**src/rtl/video_pkg.sv**
```systemverilog
// video_pkg
//   Shared constants and types for the video store path. The core's VRAM
//   address decode should use VRAM_BASE / FB_WORDS from here so both sides
//   agree on the window.
//   Contents:
//     VRAM_BASE        first byte address of video memory
//     FB_WORDS         framebuffer size in 32-bit words
//     FB_AW            framebuffer word-address width
//     fb_entry_t       one buffered store {word index, data}
//     vram_in_range    window check on a byte address
//     vram_word_index  byte address -> framebuffer word index
package video_pkg;

   localparam logic [31:0] VRAM_BASE = 32'h0000_8000;
   localparam int          FB_WORDS  = 19200;
   localparam int          FB_AW     = 15;

   typedef struct packed {
      logic [FB_AW-1:0] addr;
      logic [31:0]      data;
   } fb_entry_t;

   // Compared in 33 bits so the upper bound cannot wrap past 32'hFFFF_FFFF.
   // The byte offset within a word is masked off: stores are word stores.
   function automatic logic vram_in_range(input logic [31:0] byte_addr);
      logic [32:0] a;
      logic [32:0] lo;
      logic [32:0] hi;
      a  = {1'b0, byte_addr & 32'hFFFF_FFFC};
      lo = {1'b0, VRAM_BASE};
      hi = lo + (33'(FB_WORDS) << 2);
      return (a >= lo) && (a < hi);
   endfunction

   // Only meaningful for addresses that passed vram_in_range.
   function automatic logic [FB_AW-1:0] vram_word_index(input logic [31:0] byte_addr);
      return FB_AW'((byte_addr - VRAM_BASE) >> 2);
   endfunction

endpackage

```
**src/rtl/video_store_buffer_if.sv**
```systemverilog
// video_store_buffer_if
//   Bundles the core-side store tap and the framebuffer-side drain handshake.
//   master : the environment (core tap + framebuffer sink)
//   slave  : the store buffer
//   Signals:
//     video_we/video_addr/video_data  store strobe, byte address, data
//     fb_valid/fb_ready               drain handshake
//     fb_addr/fb_data                 head entry presented to the framebuffer
interface video_store_buffer_if;
   import video_pkg::*;

   logic                video_we;
   logic [31:0]         video_addr;
   logic [31:0]         video_data;
   logic                fb_valid;
   logic                fb_ready;
   logic [FB_AW-1:0]    fb_addr;
   logic [31:0]         fb_data;

   modport master (
      output video_we, video_addr, video_data, fb_ready,
      input  fb_valid, fb_addr, fb_data
   );

   modport slave (
      input  video_we, video_addr, video_data, fb_ready,
      output fb_valid, fb_addr, fb_data
   );

endinterface

```
**src/rtl/video_sync_fifo.sv**
```systemverilog
// video_sync_fifo
//   DEPTH-entry synchronous FIFO of fb_entry_t with a registered head.
//   Ports:
//     clk, rst    clock, asynchronous active-high reset
//     push        write wr_entry at the tail (caller guarantees space or pop)
//     pop         advance the head (caller guarantees head_valid)
//     wr_entry    entry to write
//     head        registered head entry
//     head_valid  registered: head holds a live entry
//     level       registered occupancy 0..DEPTH
module video_sync_fifo
   import video_pkg::*;
#(
   parameter  int DEPTH = 8,
   localparam int PW    = $clog2(DEPTH),
   localparam int LW    = PW + 1
) (
   input  logic            clk,
   input  logic            rst,
   input  logic            push,
   input  logic            pop,
   input  fb_entry_t       wr_entry,
   output fb_entry_t       head,
   output logic            head_valid,
   output logic [LW-1:0]   level
);

   fb_entry_t         mem [DEPTH];
   logic [PW-1:0]     wr_ptr_d, wr_ptr_q;
   logic [PW-1:0]     rd_ptr_d, rd_ptr_q;
   logic [LW-1:0]     level_d, level_q;
   logic              valid_d, valid_q;
   fb_entry_t         head_d, head_q;

   // Next-state pointers, occupancy and head entry.
   always_comb begin
      wr_ptr_d = wr_ptr_q;
      rd_ptr_d = rd_ptr_q;
      level_d  = level_q;
      head_d   = head_q;

      if (push) begin
         wr_ptr_d = wr_ptr_q + PW'(1);
      end else begin
         wr_ptr_d = wr_ptr_q;
      end

      if (pop) begin
         rd_ptr_d = rd_ptr_q + PW'(1);
      end else begin
         rd_ptr_d = rd_ptr_q;
      end

      case ({push, pop})
         2'b10:   level_d = level_q + LW'(1);
         2'b01:   level_d = level_q - LW'(1);
         default: level_d = level_q;
      endcase

      valid_d = (level_d != LW'(0));

      // The new head is the entry being written this cycle when the write
      // lands on the next read slot (FIFO empty, or draining its last entry);
      // memory is not updated until the edge, so bypass it.
      if (valid_d) begin
         if (push && (wr_ptr_q == rd_ptr_d)) begin
            head_d = wr_entry;
         end else begin
            head_d = mem[rd_ptr_d];
         end
      end else begin
         head_d = head_q;
      end
   end

   // Entry storage; no reset needed, occupancy qualifies every read.
   always_ff @(posedge clk) begin
      if (push) begin
         mem[wr_ptr_q] <= wr_entry;
      end
   end

   // Control and head registers.
   always_ff @(posedge clk or posedge rst) begin
      if (rst) begin
         wr_ptr_q <= '0;
         rd_ptr_q <= '0;
         level_q  <= '0;
         valid_q  <= 1'b0;
         head_q   <= '0;
      end else begin
         wr_ptr_q <= wr_ptr_d;
         rd_ptr_q <= rd_ptr_d;
         level_q  <= level_d;
         valid_q  <= valid_d;
         head_q   <= head_d;
      end
   end

   assign head       = head_q;
   assign head_valid = valid_q;
   assign level      = level_q;

endmodule

```
**src/rtl/video_store_buffer.sv**
```systemverilog
// video_store_buffer
//   Decouples the core's MEM-stage video tap from the framebuffer write port.
//   Every store is either queued or dropped (the core cannot stall); drops are
//   reported through sticky flags and a saturating counter.
//   Ports:
//     clk, rst     clock, asynchronous active-high reset
//     vbus         store tap in, framebuffer drain handshake out (slave side)
//     level        occupancy 0..DEPTH
//     overflow     sticky: an in-range store was dropped because the FIFO was full
//     range_err    sticky: a store outside the VRAM window was dropped
//     drop_count   saturating count of all dropped stores
//     status_clr   synchronous clear of overflow, range_err, drop_count
module video_store_buffer
   import video_pkg::*;
#(
   parameter  int DEPTH = 8,
   localparam int LW    = $clog2(DEPTH) + 1
) (
   input  logic                   clk,
   input  logic                   rst,
   video_store_buffer_if.slave    vbus,
   output logic [LW-1:0]          level,
   output logic                   overflow,
   output logic                   range_err,
   output logic [15:0]            drop_count,
   input  logic                   status_clr
);

   fb_entry_t       wr_entry_s;
   fb_entry_t       head_s;
   logic            head_valid_s;
   logic [LW-1:0]   level_s;
   logic            in_range_s;
   logic            pop_s;
   logic            full_s;
   logic            push_s;
   logic            range_drop_s;
   logic            ovf_drop_s;
   logic            drop_s;

   logic            overflow_d, overflow_q;
   logic            range_err_d, range_err_q;
   logic [15:0]     drop_count_d, drop_count_q;

   // Store classification: accept, drop for range, or drop for overflow.
   // A pop in the same cycle frees a slot, so a full FIFO still accepts.
   always_comb begin
      in_range_s       = vram_in_range(vbus.video_addr);
      pop_s            = head_valid_s && vbus.fb_ready;
      full_s           = (level_s == LW'(DEPTH));
      push_s           = vbus.video_we && in_range_s && (!full_s || pop_s);
      range_drop_s     = vbus.video_we && !in_range_s;
      ovf_drop_s       = vbus.video_we && in_range_s && full_s && !pop_s;
      drop_s           = range_drop_s || ovf_drop_s;
      wr_entry_s.addr  = vram_word_index(vbus.video_addr);
      wr_entry_s.data  = vbus.video_data;
   end

   // Sticky status next state; a clear discards any drop in the same cycle.
   always_comb begin
      overflow_d   = overflow_q;
      range_err_d  = range_err_q;
      drop_count_d = drop_count_q;
      if (status_clr) begin
         overflow_d   = 1'b0;
         range_err_d  = 1'b0;
         drop_count_d = 16'h0000;
      end else begin
         if (ovf_drop_s) begin
            overflow_d = 1'b1;
         end else begin
            overflow_d = overflow_q;
         end
         if (range_drop_s) begin
            range_err_d = 1'b1;
         end else begin
            range_err_d = range_err_q;
         end
         if (drop_s && (drop_count_q != 16'hFFFF)) begin
            drop_count_d = drop_count_q + 16'h0001;
         end else begin
            drop_count_d = drop_count_q;
         end
      end
   end

   // Status registers.
   always_ff @(posedge clk or posedge rst) begin
      if (rst) begin
         overflow_q   <= 1'b0;
         range_err_q  <= 1'b0;
         drop_count_q <= 16'h0000;
      end else begin
         overflow_q   <= overflow_d;
         range_err_q  <= range_err_d;
         drop_count_q <= drop_count_d;
      end
   end

   video_sync_fifo #(
      .DEPTH (DEPTH)
   ) u_fifo (
      .clk        (clk),
      .rst        (rst),
      .push       (push_s),
      .pop        (pop_s),
      .wr_entry   (wr_entry_s),
      .head       (head_s),
      .head_valid (head_valid_s),
      .level      (level_s)
   );

   assign vbus.fb_valid = head_valid_s;
   assign vbus.fb_addr  = head_s.addr;
   assign vbus.fb_data  = head_s.data;
   assign level         = level_s;
   assign overflow      = overflow_q;
   assign range_err     = range_err_q;
   assign drop_count    = drop_count_q;

endmodule

```
**src/flat_wrapper.sv**
```systemverilog
// flat-port wrapper written by rule: the top's interface ports become plain ports
module video_store_buffer_flat import video_pkg::*;
#(
   parameter  int DEPTH = 8,
   localparam int LW    = $clog2(DEPTH) + 1
)
  (clk, rst, level, overflow, range_err, drop_count, status_clr, vbus_video_we, vbus_video_addr, vbus_video_data, vbus_fb_ready, vbus_fb_valid, vbus_fb_addr, vbus_fb_data);
  video_store_buffer_if vbus_i ();
  input  logic clk;
  input  logic rst;
  output logic [LW-1:0] level;
  output logic overflow;
  output logic range_err;
  output logic [15:0] drop_count;
  input  logic status_clr;
  input wire logic [$bits(vbus_i.video_we)-1:0] vbus_video_we;
  input wire logic [$bits(vbus_i.video_addr)-1:0] vbus_video_addr;
  input wire logic [$bits(vbus_i.video_data)-1:0] vbus_video_data;
  input wire logic [$bits(vbus_i.fb_ready)-1:0] vbus_fb_ready;
  output wire logic [$bits(vbus_i.fb_valid)-1:0] vbus_fb_valid;
  output wire logic [$bits(vbus_i.fb_addr)-1:0] vbus_fb_addr;
  output wire logic [$bits(vbus_i.fb_data)-1:0] vbus_fb_data;
  assign vbus_i.video_we = vbus_video_we;
  assign vbus_i.video_addr = vbus_video_addr;
  assign vbus_i.video_data = vbus_video_data;
  assign vbus_i.fb_ready = vbus_fb_ready;
  assign vbus_fb_valid = vbus_i.fb_valid;
  assign vbus_fb_addr = vbus_i.fb_addr;
  assign vbus_fb_data = vbus_i.fb_data;
  video_store_buffer #(.DEPTH(DEPTH)) u_core (.clk(clk), .rst(rst), .vbus(vbus_i), .level(level), .overflow(overflow), .range_err(range_err), .drop_count(drop_count), .status_clr(status_clr));
endmodule
```
**config.mk**
```make
export PLATFORM = sky130hd
export DESIGN_NAME = video_store_buffer_flat
export DESIGN_NICKNAME = d
export VERILOG_FILES = /design/src/rtl/video_pkg.sv /design/src/rtl/video_store_buffer_if.sv /design/src/rtl/video_sync_fifo.sv /design/src/rtl/video_store_buffer.sv /design/src/flat_wrapper.sv
export SDC_FILE = /design/constraint.sdc
export NUM_CORES = 1
export LEC_CHECK = 0
export BUFFER_PORTS_ARGS = -buffer_cell sky130_fd_sc_hd__buf_2
export CAP_MARGIN = 25
export CORE_MARGIN = 1.5
export CORE_UTILIZATION = 25
export CTS_CLUSTER_SIZE = 30
export DETAILED_ROUTE_END_ITERATION = 7
export PLACE_DENSITY = 0.47
export SLEW_MARGIN = 20
export SYNTH_ARGS = -nofsm -noshare
export SYNTH_HDL_FRONTEND = slang
export SYNTH_SLANG_ARGS = --single-unit
```
**constraint.sdc**
```tcl
create_clock -name clk -period 10.92 [get_ports clk]
set_input_delay 1.638 -clock clk [delete_from_list [all_inputs] [get_ports clk]]
set_output_delay 1.638 -clock clk [all_outputs]
set_load 0.03 [all_outputs]
```
# Word-level counts from Yosys, hierarchy flattened
# Memory sizes are Yosys's and may differ from the RTL's. A register that Yosys moved wholly into a read port is not among the register bits.
# Index checks and enable logic that the tools add are counted.
[word_totals]
reg_bits = 29
latchBits = 0
ramBits = 376
rom_bits = 0
inputBits = 69
out_inout_bits = 70
memories = 1
[classes]
add_sub_neg = 6
multipliers = 0
div_mod_pow = 0
n_lt_le_gt_ge = 2
eq_ne = 4
shifts = 0
n_mux = 10
bitwise_logic = 0
n_reduce_logical = 17
[mem_list]
columns = ["memory", "depth", "width", "read_ports", "rd_ports_with_merged_regs", "write_ports", "line_no", "source"]
rows = [
  ["u_core.u_fifo.mem", 8, 47, 1, 1, 1, "video_sync_fifo.sv:28", "fb_entry_t mem [DEPTH];"],
]
[ops]
columns = ["op", "count"]
rows = [
  ["greater-or-equal comparator 32 x 16 -> 1 bit (second input constant)", 1],
  ["less-than comparator 32 x 17 -> 1 bit (second input constant)", 1],
  ["two-way mux 16 bit", 2],
  ["subtractor 17 x 16 -> 17 bit (second input constant)", 1],
  ["adder 16 x 1 -> 16 bit (second input constant)", 1],
  ["inequality test 16 bit (second input constant)", 1],
  ["logical AND 1 bit", 8],
  ["case mux 4 bit (2 select lines)", 1],
  ["adder 3 x 1 -> 3 bit (second input constant)", 2],
  ["two-way mux 1 bit", 6],
  ["nonzero test 2 bit", 3],
  ["adder 4 x 1 -> 4 bit (second input constant)", 1],
  ["equality test 4 bit (second input constant)", 1],
  ["nonzero test 4 bit", 1],
  ["subtractor 4 x 1 -> 4 bit (second input constant)", 1],
  ["zero test 1 bit", 3],
  ["two-way mux 3 bit", 1],
  ["equality test 2 x 1 -> 1 bit (second input constant)", 1],
  ["equality test 2 bit (second input constant)", 1],
  ["logical OR 1 bit", 2],
]

# Longest topological paths before layout
[logic_depth]
ltp_word = 9
mapped_depth = 14

# Cells and area by module
# From an unflattened synthesis, not the netlist that was laid out.
[hier_totals]
cells_unflattened = 1546
area_unflattened_um2 = 19767.7
[by_module_without_submodules]
columns = ["module", "n_inst", "cells_per_inst", "area_per_inst_um2"]
rows = [
  ["video_sync_fifo", 1, 1413, 18617.9],
  ["video_store_buffer", 1, 133, 1149.9],
]

# Least setup slack after synthesis
# Ideal clock, no wire load.
[synth_timing]
path_type = "input -> register"
startpoint = "input port vbus_video_addr[25]"
endpoint = "memory u_core.u_fifo.mem[0][0] in the netlist's numbering (enable)"
setup_ns = 0.568
arrival_ns = 7.369
required_time_ns = 10.352
setup_slack_ns = 2.982
cell_stages = 6
cell_sequence = "nor4_2 > o21ai_2 > nor4_4 > buf_2 > nand2_1 > nor4_1"
[synth_via]
elab_chain_len = 6
elab_cells_between_ends = 7
cone_classes = "order compare (2); mux (2); reduce/logical (3)"
[synth_rtl]
columns = ["element", "line_no", "source"]
rows = [
  ["from (decl)", "flat_wrapper.sv:17", "input wire logic [$bits(vbus_i.video_addr)-1:0] vbus_video_addr;"],
  ["greater-or-equal comparator 32 x 16 -> 1 bit or less-than comparator 32 x 17 -> 1 bit (tied branches)", "video_pkg.sv:32", "return (a >= lo) && (a < hi);"],
  ["logical AND 1 bit *", "video_pkg.sv:32", ""],
  ["logical AND 1 bit * (2 in a row)", "video_store_buffer.sv:51", "push_s = vbus.video_we && in_range_s && (!full_s || pop_s);"],
  ["two-way mux 1 bit *", "video_sync_fifo.sv:78", "if (push) begin"],
  ["two-way mux 1 bit (implied by the code) *", "video_sync_fifo.sv:79", "mem[wr_ptr_q] <= wr_entry;"],
  ["to (decl)", "video_sync_fifo.sv:28", ""],
]
# Every way passes the cells marked *; elsewhere a longest branch is shown, timed or not.

# Final worst setup path
[layout_timing]
startpoint = "input port vbus_fb_ready"
endpoint = "memory u_core.u_fifo.mem[5][2] in the netlist's numbering (enable)"
[layout_via]
elab_chain_len = 5
[layout_rtl]
columns = ["element", "line_no", "source"]
rows = [
  ["from (decl)", "flat_wrapper.sv:19", "input wire logic [$bits(vbus_i.fb_ready)-1:0] vbus_fb_ready;"],
  ["logical AND 1 bit", "video_store_buffer.sv:49", "pop_s = head_valid_s && vbus.fb_ready;"],
  ["logical OR 1 bit", "video_store_buffer.sv:51", ""],
  ["logical AND 1 bit", "video_store_buffer.sv:51", ""],
  ["two-way mux 1 bit", "video_sync_fifo.sv:78", ""],
  ["two-way mux 1 bit (implied by the code)", "video_sync_fifo.sv:79", ""],
]
# Every way passes these cells.

==> out/summary.md <==
The ratio of routed vias to standard cells came out at 4.79. Buffers added to address setup during post-CTS repair amount to 0. The post-cts resize count was 0. By area the synthesized netlist is led by sky130_fd_sc_hd__edfxtp_1, sky130_fd_sc_hd__nand3_1, sky130_fd_sc_hd__dfrtp_1.

The worst hold path belongs to the class reg2reg. The internal power of the cells totals 3.67 mW. The count of different cell masters after synthesis was 50; the cell area after synthesis was 19300 sq um. Combinational logic is responsible for 37.4% of the overall power. At the end of routability-driven placement, the weighted congestion stood at 0.776.

The sequential cell area in the final layout is 13200 sq um. Walking the worst path, the cells encountered are buf_2 > nand2_1 > and3_1 > nor4_4 > nand3_1 > nor2_4 > buf_4. The layout cell share with drive strength beyond 1 was 18.0%.

For the cell count after synthesis, the log shows 1508. The count of pins on the block boundary is 139. The worst ir drop on vdd is 0.162 mV. The logs give 0.205 GHz for the maximum clock frequency and 76100 sq um for the placeable core region. The critical path ends at u_core.u_fifo.mem[5][2]. Across the run, the number of max-cap violations was 0. The largest single stage delay on the critical path is 0.74 ns. In the routed design, unresolved DRC markers number 0.

The share of total power dissipated in the clock network is 27.5%. The logs give 68.5% for the share of synthesized area occupied by flip-flops and latches and 9 for the initial antenna violation count. The number of hold buffers added after CTS was 0; the vertical die dimension was 281 um.

Setup violations remaining at the end of the flow were counted as 0. Violation count after the first detailed-route iteration: 1110. After detailed placement, the total cell area comes to 21000 sq um.

The switching share of power works out to 37.8%. The run gives 3 as the number of buffers on the longest clock path. The H-tree was split into 2 levels. The number of buffers and inverters on the critical path is 2. Counting the buffers created by CTS gives 50. Among all flip-flop cells after synthesis, the most frequent one is sky130_fd_sc_hd__edfxtp_1. For this design, the slowest cell found on the critical path is sky130_fd_sc_hd__nor2_4. Sorting the synthesized cells by how often they occur yields sky130_fd_sc_hd__nand3_1, sky130_fd_sc_hd__edfxtp_1, sky130_fd_sc_hd__o21ai_0.

The critical path is of the in2reg type. The worst register-to-register path begins at u_core.u_fifo.head_valid. Average cell area after synthesis: 12.8 sq um. Setup repair after global routing left no endpoint under its margin. In this run the critical register-to-register path is captured at u_core.u_fifo.mem[5][2]. Number of cells on the worst reg-to-reg path: 6. For the post-synth net total, the log shows 1583.

The number of nets in the layout is 1673. The logs give 7 for the first-pass iteration count of the detailed router and 190 for the largest net degree at the start of global routing. The remaining antenna violation count is 0, and the total track usage is 13.8%. The share of synthesized flip-flops with an asynchronous set or reset is 16.8%, and the per-cell routed wire length is 20.4 um. The routed design has 54500 um of wire. In this run the worst path has a maximum fanout of 29.

The tools report the cell chosen for the clock root as sky130_fd_sc_hd__clkbuf_16. CTS saw 452 sinks. Number of hold-slack violations in the final timing report: 0. The minimum clock period after layout was 4.89 ns. Registers are responsible for 35.1% of the overall power. After legalization and detailed placement, the total HPWL measured 26600 um. The synthesized design devotes to its leading area cell type 58.6% of total area. After clock tree synthesis, the clock-pin slew on the worst setup and hold paths is 0.06 ns. The worst endpoint required time came out at 11.13 ns.

The die covers 78700 sq um. The filler cell count in the final layout was 7725. Of the available clock period, the critical path in the final layout requires 44.7%. The reg2reg setup slack is 6.60 ns, and the source-to-sink clock delay at the later pin of the worst-skew pair is 0.59 ns.

The worst setup path is captured at a flop. For this run, the number of Yosys warnings is 0. At the worst endpoint, the arrival time is 5.10 ns.

The chip width was 281 um; the number of port buffers was 136. The finished cells cover 22700 sq um. The critical path's top delay family is simple AND/OR/NAND/NOR gates. The startpoint type of the worst setup path was an input pin. The power per unit of standard cell area came out at 260 nW/um^2.

The analysis attributes to cell leakage a power of 8.03 nW. For the pin with the worst max-slew slack, the measured transition is 1.07 ns. The number of flops mapped to enable cells by yosys came out at 376. Once the floorplan was initialized, standard cells occupied 25.3% of the core. The most common cell in the synthesized netlist is sky130_fd_sc_hd__nand3_1.

The global-route wire length before repair is 82900 um. The flow ran to the end, and the final reports show no timing, DRC or antenna violations. The tools report the worst-case headroom to the max-slew limit as 29.0%.

The net switching power figure was 2.23 mW. The clock tree skew after final layout came out at 0.0213 ns. The logs give 12965 for the via count of the first global-routing pass and 0 for the total grt overflow. The most area-hungry cell type in the Yosys netlist was sky130_fd_sc_hd__edfxtp_1.

The layout-stage area growth over the synthesis result was 17.7%; the multi-input gate area in the final layout was 5410 sq um. The floorplan has 101 rows. TritonCTS built the clock tree. The critical path starts at vbus_fb_ready. The critical path runs through a total of 7 cells. Max-slew violation total from the final report: 0. The flip-flop and latch count after synthesis was 452; the setup TNS was 0 ns. The via total after detailed routing came out at 12790.
per-layer routing:
| layer | share of wire (%) | GRT usage [%] |
|---|---|---|
| met1 | 45 | 19.0 |
| met5 | 0.097 | 0 |
| met3 | 5.9 | 2.65 |
| met2 | 47 | 22.3 |
| met4 | 1.9 | 3.65 |
worst min path at each step:
| stage | to | depth (start not counted) | from |
|---|---|---|---|
| after floorplan | u_core.u_fifo.rd_ptr_q[2] | 2 | u_core.u_fifo.rd_ptr_q[2] |
| after global placement | u_core.u_fifo.head[14] | 1 | u_core.u_fifo.head[14] |
| after detailed placement | u_core.u_fifo.head[15] | 1 | u_core.u_fifo.head[15] |
| after CTS | u_core.u_fifo.head[15] | 1 | u_core.u_fifo.head[15] |
| after global routing | u_core.u_fifo.head[15] | 1 | u_core.u_fifo.head[15] |
| final | u_core.u_fifo.head[15] | 1 | u_core.u_fifo.head[15] |
per-stage QoR:
| stage | hold slack [ns] | worst slack (ns) | power [mW] | cells | util [%] |
|---|---|---|---|---|---|
| floorplan | 0.566 | 2.98 | 3.61 | 1508 | - |
| global placement | 0.468 | 5.46 | 4.31 | 2573 | 27.6 |
| detailed placement | 0.470 | 5.37 | 4.33 | 2573 | 27.6 |
| CTS | 0.483 | 5.98 | 5.98 | 2664 | 29.7 |
| global route | 0.490 | 5.72 | 6.27 | 2670 | 29.8 |
| finish | 0.480 | 6.03 | 5.90 | 2670 | 29.8 |
state kept, by name, indices dropped and copies added, names as in the netlist:
signal,flops
u_core.u_fifo.head_valid,1
u_core.u_fifo.wr_ptr_q,3
u_core.u_fifo.head,47
u_core.u_fifo.mem,376
u_core.u_fifo.level,4
u_core.drop_count,16
u_core.range_err,1
u_core.overflow,1
u_core.u_fifo.rd_ptr_q,3
cell usage in the layout, fill, tap and decap left out, drive strengths merged, types with 48 or more instances in the layout:
| master | Yosys | layout |
|---|---|---|
| edfxtp | 376 | 376 |
| buf | 39 | 163 |
| nand4 | 59 | 59 |
| clkbuf | 86 | 75 |
| mux2i | 49 | 49 |
| o21ai | 197 | 197 |
| mux2 | 48 | 48 |
| dfrtp | 76 | 76 |
| inv | 57 | 58 |
| nand3 | 388 | 388 |
logic make-up (layout without fill, tap and decap cells):
group / count (synthesis) / in the layout / synth area share, %
XOR/XNOR: 24 / 24 / 1.09
buffers and inverters: 182 / 311 / 3.94
flip-flops: 452 / 452 / 68.5
AND/OR/NAND/NOR: 528 / 528 / 14.6
AO/OA/AOI/OAI: 219 / 219 / 6.02
other: 0 / 3 / 0
multiplexers: 97 / 97 / 5.35
adder cells (fa/ha/maj): 6 / 6 / 0.429
area by class of cell:
type                       instances  share of cell area [%]
tap                             1030                    5.69
clock inverter                    16                   0.458
antenna                            3                  0.0331
clock buffer                      75                    6.57
sequential                       452                    58.2
timing repair buffer             163                    4.19
multi-input combinational        874                    23.9
inverter                          57                   0.955
power groups by stage:
stage          combinational (mW)  sequential [mW]  clock (mW)
2_1_floorplan                1.33             2.28           0
3_3_place_gp                 2.20             2.10           0
3_5_place_dp                 2.23             2.11           0
4_1_cts                      2.23             2.07        1.67
5_1_grt                      2.45             2.09        1.74
6_report                     2.21             2.07        1.62
(Power assumes the default switching activity.)
